`src/rtl/ram_bist_pkg.sv`:
```
`default_nettype none
// ============================================================================
// Module   : ram_bist_pkg
// Desc     : Shared definitions for the March C- RAM self-test engine: FSM
//            state encoding, march element indices, per-element attributes
//            and the data backgrounds.
// Revision : 1.0 - initial release
// ============================================================================
package ram_bist_pkg;

    // FSM state encoding
    localparam logic [2:0] c_st_idle = 3'd0;
    localparam logic [2:0] c_st_wr   = 3'd1;
    localparam logic [2:0] c_st_rd   = 3'd2;
    localparam logic [2:0] c_st_chk  = 3'd3;
    localparam logic [2:0] c_st_done = 3'd4;

    // March element indices
    localparam logic [2:0] c_e0 = 3'd0;
    localparam logic [2:0] c_e1 = 3'd1;
    localparam logic [2:0] c_e2 = 3'd2;
    localparam logic [2:0] c_e3 = 3'd3;
    localparam logic [2:0] c_e4 = 3'd4;
    localparam logic [2:0] c_e5 = 3'd5;

    // Backgrounds at the widest supported word; users slice to DATA_WIDTH
    localparam logic [63:0] c_d0_wide = 64'h0000_0000_0000_0000;
    localparam logic [63:0] c_d1_wide = 64'hFFFF_FFFF_FFFF_FFFF;

    // down    : element walks N-1 .. 0
    // has_wr  : element writes after its read (or, for E0, only writes)
    // exp_one : expected read background is D1
    // wr_one  : written background is D1
    typedef struct packed {
        logic down;
        logic has_wr;
        logic exp_one;
        logic wr_one;
    } elem_attr_t;

    // Descending elements are E3 and E4 only
    function automatic logic elem_is_down(input logic [2:0] elem);
        return (elem == c_e3) || (elem == c_e4);
    endfunction

    // E0 w0; E1 r0,w1; E2 r1,w0; E3 r0,w1; E4 r1,w0; E5 r0
    function automatic elem_attr_t elem_attr(input logic [2:0] elem);
        elem_attr_t attr;
        attr = '0;
        attr.down = elem_is_down(elem);
        case (elem)
            c_e0: begin attr.has_wr = 1'b1; attr.exp_one = 1'b0; attr.wr_one = 1'b0; end
            c_e1: begin attr.has_wr = 1'b1; attr.exp_one = 1'b0; attr.wr_one = 1'b1; end
            c_e2: begin attr.has_wr = 1'b1; attr.exp_one = 1'b1; attr.wr_one = 1'b0; end
            c_e3: begin attr.has_wr = 1'b1; attr.exp_one = 1'b0; attr.wr_one = 1'b1; end
            c_e4: begin attr.has_wr = 1'b1; attr.exp_one = 1'b1; attr.wr_one = 1'b0; end
            c_e5: begin attr.has_wr = 1'b0; attr.exp_one = 1'b0; attr.wr_one = 1'b0; end
            default: attr = '0;
        endcase
        return attr;
    endfunction

endpackage
`default_nettype wire

```
`src/rtl/ram_bist_addr_gen.sv`:
```
`default_nettype none
// ============================================================================
// Module   : ram_bist_addr_gen
// Desc     : Up/down address counter for the march engine. Loads 0 or N-1,
//            steps modulo N, and flags the last address of the current
//            direction with an exact compare.
// Revision : 1.0 - initial release
// ============================================================================
module ram_bist_addr_gen #(
    parameter int ADDR_WIDTH = 4
) (
    input  logic                  clk,
    input  logic                  rst_n,
    input  logic                  i_load,
    input  logic                  i_load_high,
    input  logic                  i_step,
    input  logic                  i_down,
    output logic [ADDR_WIDTH-1:0] o_addr,
    output logic                  o_last
);

    localparam logic [ADDR_WIDTH-1:0] c_addr_max = '1;
    localparam logic [ADDR_WIDTH-1:0] c_addr_one = {{(ADDR_WIDTH-1){1'b0}}, 1'b1};

    logic [ADDR_WIDTH-1:0] r_addr;

    // Load has priority over step; arithmetic wraps naturally at the width
    always_ff @(posedge clk or negedge rst_n) begin
        if (!rst_n) begin
            r_addr <= '0;
        end else if (i_load) begin
            r_addr <= i_load_high ? c_addr_max : '0;
        end else if (i_step) begin
            r_addr <= i_down ? (r_addr - c_addr_one) : (r_addr + c_addr_one);
        end
    end

    assign o_addr = r_addr;
    assign o_last = i_down ? (r_addr == '0) : (r_addr == c_addr_max);

endmodule
`default_nettype wire

```
`src/rtl/ram_bist.sv`:
```
`default_nettype none
// ============================================================================
// Module   : ram_bist
// Desc     : March C- built-in self-test engine for a single-port RAM with a
//            registered read. Owns the RAM port while busy and reports the
//            first mismatch (address, data read, element).
// Revision : 1.0 - initial release
// ============================================================================
module ram_bist
    import ram_bist_pkg::*;
#(
    parameter int DATA_WIDTH = 8,
    parameter int ADDR_WIDTH = 4
) (
    input  logic                  clk,
    input  logic                  rst_n,
    input  logic                  start,
    output logic                  busy,
    output logic                  done,
    output logic                  pass,
    output logic [ADDR_WIDTH-1:0] fail_addr,
    output logic [DATA_WIDTH-1:0] fail_data,
    output logic [2:0]            fail_elem,
    output logic                  ram_we,
    output logic [ADDR_WIDTH-1:0] ram_addr,
    output logic [DATA_WIDTH-1:0] ram_wdata,
    input  logic [DATA_WIDTH-1:0] ram_rdata
);

    localparam logic [DATA_WIDTH-1:0] c_d0 = c_d0_wide[DATA_WIDTH-1:0];
    localparam logic [DATA_WIDTH-1:0] c_d1 = c_d1_wide[DATA_WIDTH-1:0];

    logic [2:0]            r_state;
    logic [2:0]            r_elem;
    logic                  r_busy;
    logic                  r_done;
    logic                  r_pass;
    logic [ADDR_WIDTH-1:0] r_fail_addr;
    logic [DATA_WIDTH-1:0] r_fail_data;
    logic [2:0]            r_fail_elem;
    logic                  r_we;
    logic [DATA_WIDTH-1:0] r_wdata;

    elem_attr_t            w_attr;
    logic [2:0]            w_next_elem;
    logic [DATA_WIDTH-1:0] w_exp;
    logic                  w_mismatch;
    logic [ADDR_WIDTH-1:0] w_addr;
    logic                  w_last;
    logic                  w_load;
    logic                  w_load_high;
    logic                  w_step;

    assign w_attr      = elem_attr(r_elem);
    assign w_next_elem = r_elem + 3'd1;
    assign w_exp       = w_attr.exp_one ? c_d1 : c_d0;
    assign w_mismatch  = (r_state == c_st_chk) && (ram_rdata != w_exp);

    ram_bist_addr_gen #(
        .ADDR_WIDTH (ADDR_WIDTH)
    ) u_addr_gen (
        .clk         (clk),
        .rst_n       (rst_n),
        .i_load      (w_load),
        .i_load_high (w_load_high),
        .i_step      (w_step),
        .i_down      (w_attr.down),
        .o_addr      (w_addr),
        .o_last      (w_last)
    );

    // Address counter control: load element start addresses, step otherwise
    always_comb begin
        w_load      = 1'b0;
        w_load_high = 1'b0;
        w_step      = 1'b0;
        case (r_state)
            c_st_idle, c_st_done: begin
                w_load = start;
            end
            c_st_wr: begin
                if (w_last) begin
                    w_load      = 1'b1;
                    w_load_high = elem_is_down(w_next_elem);
                end else begin
                    w_step = 1'b1;
                end
            end
            c_st_chk: begin
                if (!w_mismatch) begin
                    if (!w_last) begin
                        w_step = 1'b1;
                    end else if (r_elem != c_e5) begin
                        w_load      = 1'b1;
                        w_load_high = elem_is_down(w_next_elem);
                    end
                end
            end
            default: begin
            end
        endcase
    end

    // March sequencer: state, element, RAM strobes and result capture
    always_ff @(posedge clk or negedge rst_n) begin
        if (!rst_n) begin
            r_state     <= c_st_idle;
            r_elem      <= c_e0;
            r_busy      <= 1'b0;
            r_done      <= 1'b0;
            r_pass      <= 1'b0;
            r_fail_addr <= '0;
            r_fail_data <= '0;
            r_fail_elem <= 3'd0;
            r_we        <= 1'b0;
            r_wdata     <= '0;
        end else begin
            case (r_state)
                c_st_idle, c_st_done: begin
                    if (start) begin
                        r_state     <= c_st_wr;
                        r_elem      <= c_e0;
                        r_busy      <= 1'b1;
                        r_done      <= 1'b0;
                        r_pass      <= 1'b0;
                        r_fail_addr <= '0;
                        r_fail_data <= '0;
                        r_fail_elem <= 3'd0;
                        r_we        <= 1'b1;
                        r_wdata     <= c_d0;
                    end
                end
                c_st_wr: begin
                    if (w_last) begin
                        r_state <= c_st_rd;
                        r_elem  <= w_next_elem;
                        r_we    <= 1'b0;
                    end else begin
                        r_we    <= 1'b1;
                        r_wdata <= w_attr.wr_one ? c_d1 : c_d0;
                    end
                end
                c_st_rd: begin
                    // The complementary write is staged for the CHK cycle
                    r_state <= c_st_chk;
                    r_we    <= w_attr.has_wr;
                    r_wdata <= w_attr.wr_one ? c_d1 : c_d0;
                end
                c_st_chk: begin
                    r_we <= 1'b0;
                    if (w_mismatch) begin
                        r_state     <= c_st_done;
                        r_busy      <= 1'b0;
                        r_done      <= 1'b1;
                        r_pass      <= 1'b0;
                        r_fail_addr <= w_addr;
                        r_fail_data <= ram_rdata;
                        r_fail_elem <= r_elem;
                    end else if (w_last && (r_elem == c_e5)) begin
                        r_state <= c_st_done;
                        r_busy  <= 1'b0;
                        r_done  <= 1'b1;
                        r_pass  <= 1'b1;
                    end else begin
                        r_state <= c_st_rd;
                        if (w_last) begin
                            r_elem <= w_next_elem;
                        end
                    end
                end
                default: begin
                    r_state <= c_st_idle;
                end
            endcase
        end
    end

    assign busy      = r_busy;
    assign done      = r_done;
    assign pass      = r_pass;
    assign fail_addr = r_fail_addr;
    assign fail_data = r_fail_data;
    assign fail_elem = r_fail_elem;
    assign ram_addr  = w_addr;
    assign ram_wdata = r_wdata;
    // A CHK write is staged a cycle early; the live compare vetoes it so a
    // failing word is never overwritten.
    assign ram_we    = r_we & ~w_mismatch;

endmodule
`default_nettype wire

```
`config.mk`:
```
export PLATFORM = sky130hd
export DESIGN_NAME = ram_bist
export DESIGN_NICKNAME = d
export VERILOG_FILES = /design/src/rtl/ram_bist_pkg.sv /design/src/rtl/ram_bist_addr_gen.sv /design/src/rtl/ram_bist.sv
export SDC_FILE = /design/constraint.sdc
export NUM_CORES = 1
export LEC_CHECK = 0
export CELL_PAD_IN_SITES_DETAIL_PLACEMENT = 2
export CELL_PAD_IN_SITES_GLOBAL_PLACEMENT = 2
export CORE_MARGIN = 3
export CORE_UTILIZATION = 27
export DETAILED_ROUTE_END_ITERATION = 16
export HOLD_SLACK_MARGIN = 0.08
export PLACE_DENSITY_LB_ADDON = 0.1
export SYNTH_ARGS = -nofsm -noshare
export SYNTH_HDL_FRONTEND = slang
export SYNTH_SLANG_ARGS = --single-unit
```
`constraint.sdc`:
```
create_clock -name clk -period 2.7 [get_ports clk]
set_input_delay 0.27 -clock clk [delete_from_list [all_inputs] [get_ports clk]]
set_output_delay 0.27 -clock clk [all_outputs]
set_load 0.05 [all_outputs]
```
==> results.toml, run 1 <==
[status]
outcome = "finished, final reports clean"

[clock_tree]
path_clk_slew_ns = 0.07
tritoncts = "done"
insertion_delay_ns = 0.28
cts_setup_buffers = 0
root_buffer = "clkbuf_8"
h-tree-depth = 2
cts-buffers-inserted = 5
clockBufferDepth = 2
clock_sinks = 30

[synth]
ys_warn_count = 0
synth_edf_count = 0
synth_seq_cells = 30
syn_area_per_cell_um2 = 9.387
ys_types = 49
syn_nets = 216
yosysTopAreaCellShare_pct = 41.01
synth_cells = 195
yosys.area.top_type = "dfrtp_1"
synth.top_cells.by_area = "dfrtp_1, nand2_1, ha_1, o21ai_0, mux2i_1"
synth-seq-area-share_pct = 41.01
async_reset_ff_share_pct = 100.0
synthFlopType = "dfrtp_1"
syn_area_um2 = 1831

[critical_path]
crit_end = "u_addr_gen.o_addr[1]"
critPathMaxStageDelay_ns = 0.49
critPathMaxFanout = 5
crit_path_start = "r_elem[0]"
reg2reg_to = "u_addr_gen.o_addr[1]"
reg2reg_slack_ns = 0.20
required_ns = 2.90
r2r_start = "r_elem[0]"
start_kind = "flip-flop"
crit_chain = "ha_1 -> ha_2 -> nor4_4 -> nor2_1 -> buf_4 -> fa_1 -> inv_1 -> nor4_1 -> a21oi_1 -> mux2i_1"
endpoint_kind = "flip-flop"
crit_type = "reg2reg"
ff2ff_path_depth = 10
cp.arrival_ns = 2.70
cp_slowest_cell = "fa_1"

[timing]
slew_headroom_pct = 58.33
fmax_ghz = 0.4006
slew_viol_final = 0
period_share_pct = 92.46
min_period_ns = 2.496
final-hold-violation-count = 0
fin_setup_tns_ns = 0
worstMarginPinSlew_ns = 0.6202
finClkSkew_ns = 0.007029
setup_viol = 0
timing.hold.ws_ns = 0.3908

[route]
wl_met3_um = 169
num_vias = 1599
m1WireLength_mm = 2.638
ant_nets = 0
post-route-drc-count = 0
topRoutingLayerUsed = "met4"
dr_wl_met2_mm = 2.730
detail_route.vias_per_cell = 5.076
drtIter0Drc = 67
first_pass_iters = 4
wire_per_inst_um = 17.78
routed_wl_mm = 5.602

[power]
leakage_uw = 0.001006
ir_drop_uv = 350.9
p_total_uw = 2668
powerDensity_nw_per_um2 = 1090

[floorplan]
coreArea_um2 = 6459
die_height_um = 88.34
die-area_um2 = 7804
die_w_um = 88.34
ios = 42
fp-row-count = 29
start_util_pct = 28.34

[final_layout]
register_area_um2 = 753.2
drive_above_1_share_pct = 15.55
diodes = 0
utilization_pct = 37.89
multi_input_area_um2 = 974.7
fillerInstances = 725
fin_nets = 258
area_growth_pct = 33.70
layout_common_cells = "clkdlybuf4s50_1, nand2_1, dfrtp_1"
layout_commonest_cell = "clkdlybuf4s50_1"
fin_area_um2 = 2447

[global_route]
grt_first_pass_wirelength_mm = 9.045
grt_pass1_vias = 1748
grt_overflow = 0
antenna_found_initial = 0
track_usage_pct = 15.19
grt_max_degree = 32

[place]
io_buffers = 41
place_hpwl_mm = 4.320
place_area_um2 = 2317
gp_congestion = 0.8030

[min_path]
hold_class = "in2async"

[run]
max-cap-violations = 0
==> per-stage QoR <==
| stage | std cells | worst slack, ns |
|---|---|---|
| floorplan | 195 | 0.02504 |
| global placement | 307 | 0.2600 |
| detailed placement | 307 | 0.004140 |
| CTS | 315 | 0.07849 |
| global route | 315 | -0.002449 |
| finish | 315 | 0.2036 |
==> how the worst min path moves through the flow <==
stage | from | endpoint | depth (start not counted) | slack [ns]
global route | rst_n | busy | 2 | 0.42
global placement | r_state[2] | r_state[1] | 1 | 0.47
finish | rst_n | busy | 2 | 0.39
floorplan | rst_n | busy | 0 | -0.03
CTS | rst_n | busy | 2 | 0.40
detailed placement | r_state[2] | r_state[1] | 1 | 0.49
==> timing repair <==
item,CTS,global route
pin swaps,0,0
resized for setup,1,5
setup endpoints to repair,1,3
hold buffers,0,0
==> critical path, delay by kind of cell (launching register included) <==
family	cells	cell delay [ns]
AOI/OAI and AO/OA	1	0.06
adders and majority gates	3	0.95
buffers and inverters	2	0.22
DFF	1	0.44
muxes	1	0.14
and+or+nand+nor	3	0.60
==> power breakdown <==
part	internal [uW]	leakage, uW	total (uW)	switching [uW]
logic	517	0.000555	1510	991
registers	576	0.000393	730	153
clock network	257	0.0000575	430	172
total	1350	0.00101	2670	1320
==> area by class of cell <==
cell class | instances | area share [%]
inverter | 12 | 1.840
clock buffer | 8 | 4.499
tap | 77 | 3.937
multi-input combinational | 139 | 39.83
sequential | 30 | 30.78
timing repair buffer | 49 | 19.12
==> metal layers <==
layer | global-route usage [%] | vias up
met4 | 4.945 | 0
met1 | 19.58 | 800
met3 | 2.328 | 5
met2 | 26.04 | 29
met5 | 0 | -
li1 | - | 765
==> state kept, by name, summed over array words and instances (netlist names) <==
signal             count
fail_data              8
fail_addr              4
u_addr_gen.o_addr      4
fail_elem              3
r_elem                 3
r_state                3
busy                   1
done                   1
pass                   1
r_we                   1
ram_wdata              1
==> synthesized netlist by cell type, types with 3 or more instances <==
cell type / count
dfrtp_1: 30
clkbuf_1: 3
buf_4: 7
nand2_1: 38
o21ai_0: 17
nor2_1: 5
nor2b_1: 3
nand4_1: 3
inv_1: 12
mux2i_1: 6
buf_2: 3
ha_1: 9
or3_1: 3
a21oi_1: 7
nor4_1: 5
==> logic make-up (layout without fill, tap and decap cells) <==
group | Yosys count | after routing | share of synthesized area, %
compound gates | 48 | 48 | 19.62
xor+xnor | 3 | 3 | 1.436
fa+ha+maj | 10 | 10 | 7.246
buf+inv | 26 | 69 | 6.971
flops | 30 | 30 | 41.01
mux | 6 | 6 | 3.281
simple gates | 72 | 72 | 20.44
(Power assumes the default switching activity.)
==> run 2: changes to the inputs <==
Settings changed: GPL_TIMING_DRIVEN set to 0.
==> run 2 against run 1 <==
Compared with the run above: clock skew fell by 0.00076 ns; sequential share of layout area fell by 0.64 points; clock power fell by 10%; largest cell class unchanged; utilization rose by 0.74 points; global-route usage rose by 0.67 points; largest power group unchanged.
==> results.toml, run 2 (synthesis gave the netlist of run 1 again) <==
[global_route]
track_usage_pct = 15.86
grt_max_degree = 31
grt_pass1_vias = 1781
antenna_found_initial = 0
grt_first_pass_wirelength_mm = 9.425
grt_overflow = 0

[critical_path]
crit_buf_inv = 0
crit_type = "reg2reg"
cp_top_family = "adder cells"
cp.arrival_ns = 2.70
crit_end = "u_addr_gen.o_addr[3]"
critPathMaxFanout = 7
r2r_start = "r_elem[0]"
crit_chain = "ha_1 -> ha_2 -> nor4_4 -> nor2_4 -> ha_1 -> a21o_1 -> a21oi_2 -> xor2_1 -> a32oi_1 -> o211ai_1"
required_ns = 2.86
start_kind = "flip-flop"
reg2reg_slack_ns = 0.16
crit_cells = 10
crit_path_start = "r_elem[0]"
critPathMaxStageDelay_ns = 0.44
endpoint_kind = "flip-flop"
cp_slowest_cell = "dfrtp_2"
ff2ff_path_depth = 10
reg2reg_to = "u_addr_gen.o_addr[3]"
crit_top_cell = "ha_1"

[power]
sw_frac_of_total_pct = 49.60
comb_power_share_pct = 58.6
p_switching_uw = 1333
leakage_uw = 0.001046
powerDensity_nw_per_um2 = 1077
ir_drop_uv = 464.8
seq_power_share_pct = 27.1
p_total_uw = 2688
intPower_uw = 1355
clockPowerShare_pct = 14.3

[final_layout]
diodes = 0
layout_commonest_cell = "clkdlybuf4s50_1"
fin_nets = 266
drive_above_1_share_pct = 17.07
largest_reg_flops = 8
utilization_pct = 38.63
area_growth_pct = 36.30
layout_common_cells = "clkdlybuf4s50_1, nand2_1, dfrtp_1"

[route]
post-route-drc-count = 0
detail_route.vias_per_cell = 5.022
wire_per_inst_um = 17.77
routed_wl_mm = 5.739
drtIter0Drc = 71
ant_nets = 0
first_pass_iters = 4
num_vias = 1622

[timing]
slew_viol_final = 0
min_period_ns = 2.540
fmax_ghz = 0.3937
period_share_pct = 94.08
worstMarginPinSlew_ns = 0.7373
final-hold-violation-count = 0
slew_headroom_pct = 50.85
grt_setup_unrepaired = "false"
finClkSkew_ns = 0.006272
setup_viol = 0

[clock_tree]
tritoncts = "done"
clock_sinks = 30
h-tree-depth = 2
root_buffer = "clkbuf_8"
insertion_delay_ns = 0.29
cts-buffers-inserted = 5
clockBufferDepth = 2
path_clk_slew_ns = 0.07

[min_path]
hold_class = "reg2reg"

[floorplan]
die-area_um2 = 7804
ios = 42
fp-row-count = 29
die_w_um = 88.34
start_util_pct = 28.34
die_height_um = 88.34
coreArea_um2 = 6459

[place]
place_hpwl_mm = 4.342
gp_congestion = 0.7489
io_buffers = 41

[run]
max-cap-violations = 0

[status]
outcome = "finished, final reports clean"
==> run 2: worst min path at each step <==
stage          start            to  slack (ns)  depth (start not counted)
6_report        busy          busy        0.49                          1
5_1_grt         busy          busy        0.50                          1
4_1_cts         busy          busy        0.50                          1
3_5_place_dp   rst_n  ram_wdata[6]        0.37                          1
3_3_place_gp    busy          busy        0.47                          1
2_1_floorplan  rst_n          busy       -0.03                          0
==> run 2: layout make-up <==
cell class	instances	area, um^2
Buffer	14	82.58
Tap cell	77	96.34
Multi-Input combinational cell	139	1003
Inverter	12	45.04
Fill cell	726	3964
Sequential cell	30	752.0
Timing Repair Buffer	43	424.2
Clock inverter	1	5.005
Clock buffer	7	86.33
==> run 2: stage by stage <==
stage / cells / worst slack, ns / setup TNS (ns) / hold slack, ns / instance area, um^2
after CTS: 323 / 0.04541 / 0 / 0.4954 / 2472
after floorplan: 195 / 0.02504 / 0 / -0.02559 / 1831
after detailed placement: 313 / -0.2814 / -0.6201 / 0.3716 / 2332
after global routing: 323 / 0.009600 / 0 / 0.4987 / 2495
after global placement: 313 / -0.2392 / -0.4716 / 0.4738 / 2337
final: 323 / 0.1598 / 0 / 0.4914 / 2495
==> run 2: power groups by stage <==
stage	registers, uW	clock network (uW)	logic (uW)
floorplan	1060	0	706
global placement	738	0	1530
detailed placement	742	0	1550
CTS	735	400	1580
global route	759	419	1700
finish	729	385	1570
==> run 2: timing repair <==
| item | CTS | global route |
|---|---|---|
| hold buffers | 1 | 0 |
| hold endpoints to repair | 30 | 0 |
| gates resized for setup | 10 | 5 |
| pin swaps | 1 | 2 |
| endpoints found under the setup margin | 3 | 3 |
| setup buffers | 1 | 0 |
==> run 2: metal layers <==
| metal | vias to the layer above | track usage [%] | routed length [um] |
|---|---|---|---|
| met5 | - | 0 | 0 |
| met4 | 0 | 3.709 | 57 |
| met3 | 6 | 2.980 | 170 |
| met1 | 797 | 21.26 | 2806 |
| li1 | 787 | - | - |
| met2 | 32 | 26.51 | 2703 |
==> run 3: changes to the inputs <==
Settings changed: CORE_ASPECT_RATIO set to 0.5.
==> run 3 against run 2 <==
Compared with the run above: maximum frequency fell by 0.44%; utilization rose by 2.3 points; sequential share of layout area fell by 0.97 points; total power rose by 7.4%; largest cell class unchanged; clock power rose by 50%; combinational power barely moved; critical path type is now reg2out.
==> results.toml, run 3 (synthesis gave the netlist of run 1 again) <==
[critical_path]
endpoint_kind = "output port"
crit_type = "reg2out"
start_kind = "flip-flop"
critPathMaxFanout = 5
cp.arrival_ns = 2.28
required_ns = 2.43

[timing]
grt_setup_unrepaired = "false"
fmax_ghz = 0.3920
finClkSkew_ns = 0.003350
setup_viol = 0
period_share_pct = 94.49
worstMarginPinSlew_ns = 0.7242
final-hold-violation-count = 0
fin_ws_ns = 0.1487
fin_setup_tns_ns = 0
slew_headroom_pct = 51.72
slew_viol_final = 0
min_period_ns = 2.551

[final_layout]
fin_area_um2 = 2582
layout_common_cells = "clkdlybuf4s50_1, nand2_1, dfrtp_1"
fillerInstances = 687
drive_above_1_share_pct = 19.84
fin_cells = 335
largest_reg_flops = 8
diodes = 0
area_growth_pct = 41.08
layout_commonest_cell = "clkdlybuf4s50_1"
fin_nets = 267

[global_route]
grt_first_pass_wirelength_mm = 9.742
grt_max_degree = 31
grt_pass1_vias = 1790
track_usage_pct = 16.06
antenna_found_initial = 0
grt_overflow = 0

[route]
wire_per_inst_um = 17.63
num_vias = 1669
detail_route.vias_per_cell = 4.982
ant_nets = 0
post-route-drc-count = 0
drtIter0Drc = 61
first_pass_iters = 3
routed_wl_mm = 5.906

[floorplan]
coreArea_um2 = 6306
fp-row-count = 20
start_util_pct = 29.03
ios = 42
die_height_um = 64.22
die_w_um = 122.4
die-area_um2 = 7863

[place]
place_hpwl_mm = 4.396
place_area_um2 = 2346
io_buffers = 41
dp.cells = 324
gp_congestion = 0.8054
post-place-ws_ns = -0.3499

[power]
leakage_uw = 0.001073
ir_drop_uv = 333.2
powerDensity_nw_per_um2 = 1118

[clock_tree]
h-tree-depth = 2
tritoncts = "done"
insertion_delay_ns = 0.28
root_buffer = "clkbuf_16"
cts-buffers-inserted = 5
clockBufferDepth = 2
clock_sinks = 30
path_clk_slew_ns = 0.05
cts_hold_buffers = 0

[status]
outcome = "finished, final reports clean"

[run]
max-cap-violations = 0

[min_path]
hold_class = "in2async"
[run 3: final timing paths]
check	cells past startpoint	from	slack, ns	to
worst max-delay path	7	r_elem[0]	0.15	ram_we
worst min-delay path	1	rst_n	0.04	fail_data[1]
worst max register to register	10	r_elem[0]	0.20	u_addr_gen.o_addr[3]
worst min register to register	1	r_state[2]	0.49	r_state[1]
max in group asynchronous	1	rst_n	2.14	r_elem[0]
min in group clk	1	r_state[2]	0.49	r_state[1]
[run 3: power by group]
part	internal, uW	switching (uW)
registers	577	154
clock network	365	215
logic	568	1010
total	1510	1380
[run 3: area by class of cell]
type                       instances  area [um^2]  share of cell area, %
multi-input combinational        139         1008                  39.05
sequential                        30        753.2                  29.17
timing repair buffer              44        429.2                  16.62
clock buffer                       6        138.9                  5.378
tap                               88        110.1                  4.264
buffer                            14        85.08                  3.295
inverter                          12        45.04                  1.744
clock inverter                     2        12.51                 0.4845
[run 3: critical path, stage by stage, from the launching register on]
cell,delay [ns]
dfrtp_2,0.41
inv_1,0.11
ha_1,0.22
mux2i_2,0.29
and3_2,0.35
nor3_2,0.11
nor2b_1,0.13
clkdlybuf4s15_2,0.38
[run 3: metal layers]
metal	share of wire [%]	GRT usage, %	vias to the layer above
met5	0	0	-
met1	50	22.28	847
met4	0.78	3.766	0
met3	4.5	4.067	5
li1	-	-	786
met2	45	25.09	31
[run 3: repair_timing]
| item | 4_1_cts | 5_1_grt |
|---|---|---|
| cloned | 0 | 0 |
| hold endpoints to repair | 0 | 0 |
| pin swaps | 1 | 2 |
| gates resized for setup | 9 | 11 |
| setup buffers | 1 | 2 |
| endpoints found under the setup margin | 4 | 4 |
[run 3: stage by stage]
stage	hold slack (ns)	power, uW	utilization (%)
floorplan	-0.02559	1770	-
global placement	0.4850	2259	37.28
detailed placement	0.3779	2296	37.20
CTS	0.08119	2916	40.16
global route	0.09810	3067	40.95
finish	0.03746	2887	40.95
